## config.mk

```make
export PLATFORM = sky130hd
export DESIGN_NAME = jtag_tap_controller_flat
export DESIGN_NICKNAME = d
export VERILOG_FILES = /design/src/rtl/jtag_pkg.sv /design/src/rtl/jtag_tap_controller_if.sv /design/src/rtl/jtag_tap_fsm.sv /design/src/rtl/jtag_tap_controller.sv /design/src/flat_wrapper.sv
export SDC_FILE = /design/constraint.sdc
export NUM_CORES = 1
export LEC_CHECK = 0
export BUFFER_PORTS_ARGS = -buffer_cell sky130_fd_sc_hd__buf_2
export CAP_MARGIN = 0
export CORE_UTILIZATION = 65
export DETAILED_ROUTE_END_ITERATION = 10
export HOLD_SLACK_MARGIN = 0.12
export MAX_ROUTING_LAYER = met4
export PLACE_DENSITY = 0.88
export SLEW_MARGIN = 10
export SYNTH_ARGS = -nofsm -noshare
export SYNTH_HDL_FRONTEND = slang
export SYNTH_HIERARCHICAL = 1
export SYNTH_SLANG_ARGS = --single-unit
```

## constraint.sdc

```tcl
create_clock -name tck -period 4.9 [get_ports tck]
set_clock_uncertainty 0.2 [all_clocks]
set_input_delay 0.49 -clock tck [delete_from_list [all_inputs] [get_ports tck]]
set_output_delay 0.49 -clock tck [all_outputs]
set_load 0.02 [all_outputs]
```

## src/rtl/jtag_pkg.sv

```systemverilog
// Shared JTAG TAP types: 16-state tap_state_t, instruction codes, IR width.
// JTAG_USERCODE_EN enables the optional USERCODE instruction (code 1000).
package jtag_pkg;

  localparam int IR_WIDTH_DEF = 4;

  localparam logic [3:0] INSTR_EXTEST         = 4'b0000;
  localparam logic [3:0] INSTR_IDCODE         = 4'b0001;
  localparam logic [3:0] INSTR_SAMPLE_PRELOAD = 4'b0010;
  localparam logic [3:0] INSTR_USERCODE       = 4'b1000;
  localparam logic [3:0] INSTR_BYPASS         = 4'b1111;

  typedef enum logic [3:0] {
    EXIT2_DR         = 4'h0,
    EXIT1_DR         = 4'h1,
    SHIFT_DR         = 4'h2,
    PAUSE_DR         = 4'h3,
    SELECT_IR_SCAN   = 4'h4,
    UPDATE_DR        = 4'h5,
    CAPTURE_DR       = 4'h6,
    SELECT_DR_SCAN   = 4'h7,
    EXIT2_IR         = 4'h8,
    EXIT1_IR         = 4'h9,
    SHIFT_IR         = 4'hA,
    PAUSE_IR         = 4'hB,
    RUN_TEST_IDLE    = 4'hC,
    UPDATE_IR        = 4'hD,
    CAPTURE_IR       = 4'hE,
    TEST_LOGIC_RESET = 4'hF
  } tap_state_t;

endpackage

```

## src/rtl/jtag_tap_controller_if.sv

```systemverilog
// Boundary-scan chain bundle between the TAP and the downstream BSR.
// master = TAP side, slave = BSR side.
interface jtag_tap_controller_if;

  logic bsr_tdo;
  logic bsr_capture;
  logic bsr_shift;
  logic bsr_update;
  logic extest;

  modport master (
    input  bsr_tdo,
    output bsr_capture,
    output bsr_shift,
    output bsr_update,
    output extest
  );

  modport slave (
    output bsr_tdo,
    input  bsr_capture,
    input  bsr_shift,
    input  bsr_update,
    input  extest
  );

endinterface

```

## src/rtl/jtag_tap_fsm.sv

```systemverilog
// 1149.1 TAP state machine: state register, next-state logic and
// decoded capture/shift/update flags for the IR and DR paths.
module jtag_tap_fsm
  import jtag_pkg::*;
(
  input  logic       tck,
  input  logic       trst,
  input  logic       tms,
  output tap_state_t state,
  output logic       capture_ir,
  output logic       shift_ir,
  output logic       update_ir,
  output logic       capture_dr,
  output logic       shift_dr,
  output logic       update_dr
);

  tap_state_t nxt;

  // State register, advanced on tck rising edge.
  always_ff @(posedge tck or negedge trst) begin
    if (!trst) state <= TEST_LOGIC_RESET;
    else       state <= nxt;
  end

  // Next state from current state and tms.
  always_comb begin
    nxt = state;
    unique case (state)
      TEST_LOGIC_RESET: nxt = tms ? TEST_LOGIC_RESET : RUN_TEST_IDLE;
      RUN_TEST_IDLE:    nxt = tms ? SELECT_DR_SCAN : RUN_TEST_IDLE;
      SELECT_DR_SCAN:   nxt = tms ? SELECT_IR_SCAN : CAPTURE_DR;
      CAPTURE_DR:       nxt = tms ? EXIT1_DR : SHIFT_DR;
      SHIFT_DR:         nxt = tms ? EXIT1_DR : SHIFT_DR;
      EXIT1_DR:         nxt = tms ? UPDATE_DR : PAUSE_DR;
      PAUSE_DR:         nxt = tms ? EXIT2_DR : PAUSE_DR;
      EXIT2_DR:         nxt = tms ? UPDATE_DR : SHIFT_DR;
      UPDATE_DR:        nxt = tms ? SELECT_DR_SCAN : RUN_TEST_IDLE;
      SELECT_IR_SCAN:   nxt = tms ? TEST_LOGIC_RESET : CAPTURE_IR;
      CAPTURE_IR:       nxt = tms ? EXIT1_IR : SHIFT_IR;
      SHIFT_IR:         nxt = tms ? EXIT1_IR : SHIFT_IR;
      EXIT1_IR:         nxt = tms ? UPDATE_IR : PAUSE_IR;
      PAUSE_IR:         nxt = tms ? EXIT2_IR : PAUSE_IR;
      EXIT2_IR:         nxt = tms ? UPDATE_IR : SHIFT_IR;
      UPDATE_IR:        nxt = tms ? SELECT_DR_SCAN : RUN_TEST_IDLE;
    endcase
  end

  // Decoded per-state strobes.
  always_comb begin
    capture_ir = (state == CAPTURE_IR);
    shift_ir   = (state == SHIFT_IR);
    update_ir  = (state == UPDATE_IR);
    capture_dr = (state == CAPTURE_DR);
    shift_dr   = (state == SHIFT_DR);
    update_dr  = (state == UPDATE_DR);
  end

endmodule

```

## src/rtl/jtag_tap_controller.sv

```systemverilog
// JTAG TAP front end: IR, BYPASS/IDCODE data registers, BSR strobes, tdo mux.
// Define JTAG_USERCODE_EN to add the USERCODE instruction and register.
module jtag_tap_controller
  import jtag_pkg::*;
#(
  parameter int          IR_WIDTH     = IR_WIDTH_DEF,
  parameter logic [31:0] IDCODE_VAL   = 32'h1000_0CFD
`ifdef JTAG_USERCODE_EN
  ,
  parameter logic [31:0] USERCODE_VAL = 32'h0000_0000
`endif
) (
  input  logic tck,
  input  logic trst,
  input  logic tms,
  input  logic tdi,
  output logic tdo,
  output logic tdo_en,
  output logic tap_reset,
  jtag_tap_controller_if.master bsr
);

  localparam logic [IR_WIDTH-1:0] IR_EXT = IR_WIDTH'(INSTR_EXTEST);
  localparam logic [IR_WIDTH-1:0] IR_IDC = IR_WIDTH'(INSTR_IDCODE);
  localparam logic [IR_WIDTH-1:0] IR_SMP = IR_WIDTH'(INSTR_SAMPLE_PRELOAD);
  localparam logic [IR_WIDTH-1:0] IR_CAP = IR_WIDTH'(2'b01);
  localparam logic [31:0] IDC_CAP = IDCODE_VAL | 32'h1;

  tap_state_t state;
  logic capture_ir, shift_ir, update_ir;
  logic capture_dr, shift_dr, update_dr;

  jtag_tap_fsm u_fsm (
    .tck        (tck),
    .trst       (trst),
    .tms        (tms),
    .state      (state),
    .capture_ir (capture_ir),
    .shift_ir   (shift_ir),
    .update_ir  (update_ir),
    .capture_dr (capture_dr),
    .shift_dr   (shift_dr),
    .update_dr  (update_dr)
  );

  logic [IR_WIDTH-1:0] ir_shift;
  logic [IR_WIDTH-1:0] instr;
  logic                bypass;
  logic [31:0]         idcode;

  logic sel_ext, sel_smp, sel_idc, sel_bsr, sel_usr;
  logic dr_lsb;

  assign tap_reset = (state == TEST_LOGIC_RESET);

  // IR shift register: capture 0..01, shift right with tdi into MSB.
  always_ff @(posedge tck or negedge trst) begin
    if (!trst) begin
      ir_shift <= '0;
    end else if (capture_ir) begin
      ir_shift <= IR_CAP;
    end else if (shift_ir) begin
      ir_shift <= {tdi, ir_shift[IR_WIDTH-1:1]};
    end
  end

  // Instruction latches on falling edge of Update-IR; TLR forces IDCODE.
  always_ff @(negedge tck or negedge trst) begin
    if (!trst) begin
      instr <= IR_IDC;
    end else if (tap_reset) begin
      instr <= IR_IDC;
    end else if (update_ir) begin
      instr <= ir_shift;
    end
  end

  // Instruction decode; undefined codes fall through to BYPASS.
  always_comb begin
    sel_ext = 1'b0;
    sel_smp = 1'b0;
    sel_idc = 1'b0;
    sel_usr = 1'b0;
    unique case (1'b1)
      (instr == IR_EXT): sel_ext = 1'b1;
      (instr == IR_SMP): sel_smp = 1'b1;
      (instr == IR_IDC): sel_idc = 1'b1;
`ifdef JTAG_USERCODE_EN
      (instr == IR_WIDTH'(INSTR_USERCODE)): sel_usr = 1'b1;
`endif
      default: ;
    endcase
  end

  assign sel_bsr = sel_ext | sel_smp;

  // Bypass bit: capture 0, shift tdi.
  always_ff @(posedge tck or negedge trst) begin
    if (!trst) begin
      bypass <= 1'b0;
    end else if (!sel_bsr && !sel_idc && !sel_usr) begin
      if (capture_dr)    bypass <= 1'b0;
      else if (shift_dr) bypass <= tdi;
    end
  end

  // IDCODE register: capture device ID, shift right with tdi into bit 31.
  always_ff @(posedge tck or negedge trst) begin
    if (!trst) begin
      idcode <= '0;
    end else if (sel_idc) begin
      if (capture_dr)    idcode <= IDC_CAP;
      else if (shift_dr) idcode <= {tdi, idcode[31:1]};
    end
  end

`ifdef JTAG_USERCODE_EN
  logic [31:0] usercode;

  // USERCODE register: capture USERCODE_VAL, shift like IDCODE.
  always_ff @(posedge tck or negedge trst) begin
    if (!trst) begin
      usercode <= '0;
    end else if (sel_usr) begin
      if (capture_dr)    usercode <= USERCODE_VAL;
      else if (shift_dr) usercode <= {tdi, usercode[31:1]};
    end
  end
`endif

  // Serial return of the selected data register.
  always_comb begin
    dr_lsb = bypass;
    unique case (1'b1)
      sel_bsr: dr_lsb = bsr.bsr_tdo;
      sel_idc: dr_lsb = idcode[0];
`ifdef JTAG_USERCODE_EN
      sel_usr: dr_lsb = usercode[0];
`endif
      default: ;
    endcase
  end

  // tdo and tdo_en registered on the falling edge.
  always_ff @(negedge tck or negedge trst) begin
    if (!trst) begin
      tdo    <= 1'b0;
      tdo_en <= 1'b0;
    end else begin
      tdo_en <= shift_ir | shift_dr;
      if (shift_ir)      tdo <= ir_shift[0];
      else if (shift_dr) tdo <= dr_lsb;
      else               tdo <= 1'b0;
    end
  end

  // BSR strobes straight from state so trst drops them at once.
  always_comb begin
    bsr.bsr_capture = capture_dr & sel_bsr;
    bsr.bsr_shift   = shift_dr & sel_bsr;
    bsr.bsr_update  = update_dr & sel_bsr;
    bsr.extest      = sel_ext;
  end

endmodule

```

## src/flat_wrapper.sv

```systemverilog
// flat-port wrapper written by rule: the top's interface ports become plain ports
module jtag_tap_controller_flat import jtag_pkg::*;
#(
  parameter int          IR_WIDTH     = IR_WIDTH_DEF,
  parameter logic [31:0] IDCODE_VAL   = 32'h1000_0CFD

)
  (tck, trst, tms, tdi, tdo, tdo_en, tap_reset, bsr_bsr_tdo, bsr_bsr_capture, bsr_bsr_shift, bsr_bsr_update, bsr_extest);
  jtag_tap_controller_if bsr_i ();
  input  logic tck;
  input  logic trst;
  input  logic tms;
  input  logic tdi;
  output logic tdo;
  output logic tdo_en;
  output logic tap_reset;
  input wire logic [$bits(bsr_i.bsr_tdo)-1:0] bsr_bsr_tdo;
  output wire logic [$bits(bsr_i.bsr_capture)-1:0] bsr_bsr_capture;
  output wire logic [$bits(bsr_i.bsr_shift)-1:0] bsr_bsr_shift;
  output wire logic [$bits(bsr_i.bsr_update)-1:0] bsr_bsr_update;
  output wire logic [$bits(bsr_i.extest)-1:0] bsr_extest;
  assign bsr_i.bsr_tdo = bsr_bsr_tdo;
  assign bsr_bsr_capture = bsr_i.bsr_capture;
  assign bsr_bsr_shift = bsr_i.bsr_shift;
  assign bsr_bsr_update = bsr_i.bsr_update;
  assign bsr_extest = bsr_i.extest;
  jtag_tap_controller #(.IR_WIDTH(IR_WIDTH), .IDCODE_VAL(IDCODE_VAL)) u_core (.tck(tck), .trst(trst), .tms(tms), .tdi(tdi), .tdo(tdo), .tdo_en(tdo_en), .tap_reset(tap_reset), .bsr(bsr_i));
endmodule
```

==> key figures <==
STA
  – Post-Route Setup TNS: 0 ps
  – Setup slack of the critical path after layout: 398 ps
  – Slew Viols, Final: 0
  – Slew at the pin with the worst max-slew slack: 690 ps
  – Max_slew headroom: 0.538
  – Setup repair after global routing missed its margin: false
  – Hold violation count in the final report: 0
  – Final setup fails: 0

Cells and area
  – Layout overhead on the synthesized area: 7.19%
  – Non-Filler Cell Area, Final: 0.00248 mm2
  – Number of nets in the layout: 212
  – N_diodes: 0
  – Share of layout cells above drive strength 1: 0.279
  – Number of fill cells in the layout: 234

Clock tree
  – CTS tree: done
  – Clock transition at the registers of the reported paths: 120 ps
  – Clock Sinks: 47
  – Clock Latency Late Sink: 390 ps
  – Master cell of the clock root buffer: sky130_fd_sc_hd__clkbuf_4
  – CTS H-tree depth: 2
  – Num CTS Buffers: 5
  – Number of buffers inserted to repair setup after CTS: 0
  – Post_cts resized: 0
  – Number of hold buffers added after cts: 1
  – Deepest clock path buffer count: 2

Die
  – Die ar.: 0.00380 mm2
  – Top Ports: 12
  – Row Count: 21
  – Core region area: 0.00336 mm2
  – Die boundary height: 61.7 um
  – Effective utilization at floorplan: 0.688
  – Die width: 61.7 um

GRT
  – Number of antenna violations at the first check in global routing: 0
  – GRT Overall Usage: 0.235
  – Maximum number of pins on one net before global-route repair: 33
  – Global-route wire length before repair: 6190 um
  – GRT Residual Overflow: 0
  – Vias in the first global route: 1419

Worst setup path
  – Worst-path maximum fanout: 7
  – Category of the worst setup path launch point: flip-flop
  – Data arrival time of the critical path: 3810 ps
  – Cells along the critical path: nor3_1 > and2_1 > buf_2
  – Cell type group with the largest total delay on the critical path: simple AND/OR/NAND/NOR gates
  – Critical path class: reg2out
  – Bufs and invs on worst path: 1
  – Slowest library cell on the worst path: sky130_fd_sc_hd__dfstp_2
  – Required time at the endpoint of the critical path: 4210 ps
  – Peak per-stage delay on the critical path: 380 ps
  – Endpoint type of the worst setup path: output pin

Synth
  – Area of the mapped netlist: 0.00231 mm2
  – Synthesized instance count: 194
  – Count of distinct cell types in the synthesized netlist: 36
  – Post-synthesis sequential element count: 47
  – Sequential area share after synthesis: 0.511
  – Avg Inst Size Synth: 11.9 um2
  – Number of synthesized flops with an enable pin: 0
  – Proportion of synthesized flip-flops having asynchronous set or reset: 1.00
  – Top_reg_cell synth: sky130_fd_sc_hd__dfrtp_1
  – Number of warning messages in the yosys log: 6
  – Post-Syn Nets: 199

Detailed routing
  – Detailed-routing iteration count for the pre-antenna-repair pass: 4
  – Vias per cell: 5.55
  – Routed wirelength normalized by instance count: 14.3 um
  – Via count: 1409
  – Number of routed nets with antenna violations: 0
  – DRC violation count after routing: 0
  – First DRT Iteration DRCs: 66
  – Total detailed-routing wirelength: 3620 um

Place
  – Area after detailed placement: 0.00239 mm2
  – Setup slack at placement: 550 ps
  – Last weighted congestion value of the routability-driven placer: 0.911
  – Number of buffers added on ports: 11
  – Half-perimeter wire length of the detailed placement result: 2550 um

Min path
  – Hold WC Path Type: in2reg

Power and ir drop
  – Proportion of power drawn by flip-flops and latches: 0.466
  – Switching power total: 446 uW
  – Sw Share: 0.343
  – Worst-case vdd ir drop: 360 uV
  – Combinational cell fraction of total power: 0.359
  – Power density relative to cell area: 525 mW/mm2
  – Internal Pwr Total: 856 uW
  – Leakage power of the design: 0.00121 uW
  – Clock Power Share: 0.174

Status
  – Outcome: completed

Job
  – Max-Cap Viols: 0
## worst reg2reg max path, delay by kind of cell, from the launching register on
family / cells / cell delay (ps)
flops: 1 / 570
mux: 1 / 360
buf+inv: 1 / 240
simple gates: 1 / 220
compound gates: 1 / 200
## synth_stat cells (all sizes together) (2+ instances only)
| cell type | instances | area share |
|---|---|---|
| a211o | 4 | 0.015 |
| a21oi | 2 | 0.0043 |
| a31oi | 2 | 0.0054 |
| and2 | 4 | 0.011 |
| buf | 8 | 0.038 |
| clkbuf | 4 | 0.0065 |
| dfrtn | 5 | 0.054 |
| dfrtp | 37 | 0.40 |
| dfstp | 5 | 0.057 |
| inv | 16 | 0.026 |
| mux2 | 23 | 0.15 |
| mux2i | 16 | 0.069 |
| nand2 | 3 | 0.0049 |
| nand2b | 2 | 0.0065 |
| nor2 | 20 | 0.032 |
| nor2b | 22 | 0.061 |
| nor3 | 4 | 0.0086 |
| nor4 | 2 | 0.0054 |
| o21ai | 3 | 0.0065 |
## per-stage QoR
step,std cells,utilization,hold WS [ps],total power (uW)
4_1_cts,254,0.738,213,1310
5_1_grt,254,0.738,244,1390
2_1_floorplan,194,-,-5.59,997
3_3_place_gp,245,0.710,259,1050
6_report,254,0.738,229,1300
3_5_place_dp,245,0.710,269,1080
## layout make-up
type / instances / area (um2) / area share
clock inverters: 2 / 21.3 / 0.00857
inverters: 15 / 56.3 / 0.0227
flip-flops and latches: 47 / 1180 / 0.477
well taps: 46 / 57.6 / 0.0232
repair buffers: 18 / 123 / 0.0494
clock buffers: 7 / 66.3 / 0.0267
multi-input cells: 119 / 975 / 0.393
## cells by family (layout without fill, tap and decap cells)
group           count (synthesis)  in the layout  share of synthesized area
simple gates                   62             62                      0.149
flops                          47             47                      0.511
mux                            39             39                      0.215
buf+inv                        28             42                     0.0708
compound gates                 18             18                     0.0546
## power by group through the flow
stage	combinational (uW)	sequential [uW]	clock (uW)
global route	514	621	251
floorplan	415	580	2.55
global placement	447	600	2.55
finish	468	607	227
CTS	469	605	236
detailed placement	466	612	2.55
## layer usage
| layer | GRT usage | up-vias | wire length (um) |
|---|---|---|---|
| li1 | - | 667 | - |
| met1 | 0.286 | 702 | 1610 |
| met2 | 0.381 | 33 | 1790 |
| met3 | 0.0630 | 7 | 174 |
| met4 | 0.0730 | 0 | 42 |
| met5 | - | - | 0 |
## cells in the final DEF (no fill, tap or decap), drive strengths merged, types with 2 or more instances in the layout
| master | n |
|---|---|
| a211o | 4 |
| a21oi | 2 |
| a31oi | 2 |
| and2 | 4 |
| buf | 17 |
| clkbuf | 7 |
| dfrtn | 5 |
| dfrtp | 37 |
| dfstp | 5 |
| inv | 16 |
| mux2 | 23 |
| mux2i | 16 |
| nand2 | 3 |
| nand2b | 2 |
| nor2 | 20 |
| nor2b | 22 |
| nor3 | 4 |
| nor4 | 2 |
| o21ai | 3 |
## state kept, by name, summed over array words and instances, names as in the netlist
| name | count |
|---|---|
| u_core/ir_shift | 4 |
| u_core/idcode | 32 |
| u_core/u_fsm/state | 4 |
| u_core/instr | 4 |
| u_core/bypass | 1 |
| u_core/tdo | 1 |
| u_core/tdo_en | 1 |
## final timing paths
kind                                    from            endpoint  slack (ps)  depth (start not counted)
max in group asynchronous               trst     u_core/instr[0]        1310                          2
min reg2reg                u_core/idcode[14]   u_core/idcode[14]         320                          1
max reg2reg                  u_core/instr[0]   u_core/idcode[14]         520                          4
min                                      tdi  u_core/ir_shift[3]         230                          3
min in group asynchronous               trst  u_core/ir_shift[0]         420                          2
max                          u_core/instr[0]       bsr_bsr_shift         400                          3
(Power assumes the default switching activity.)
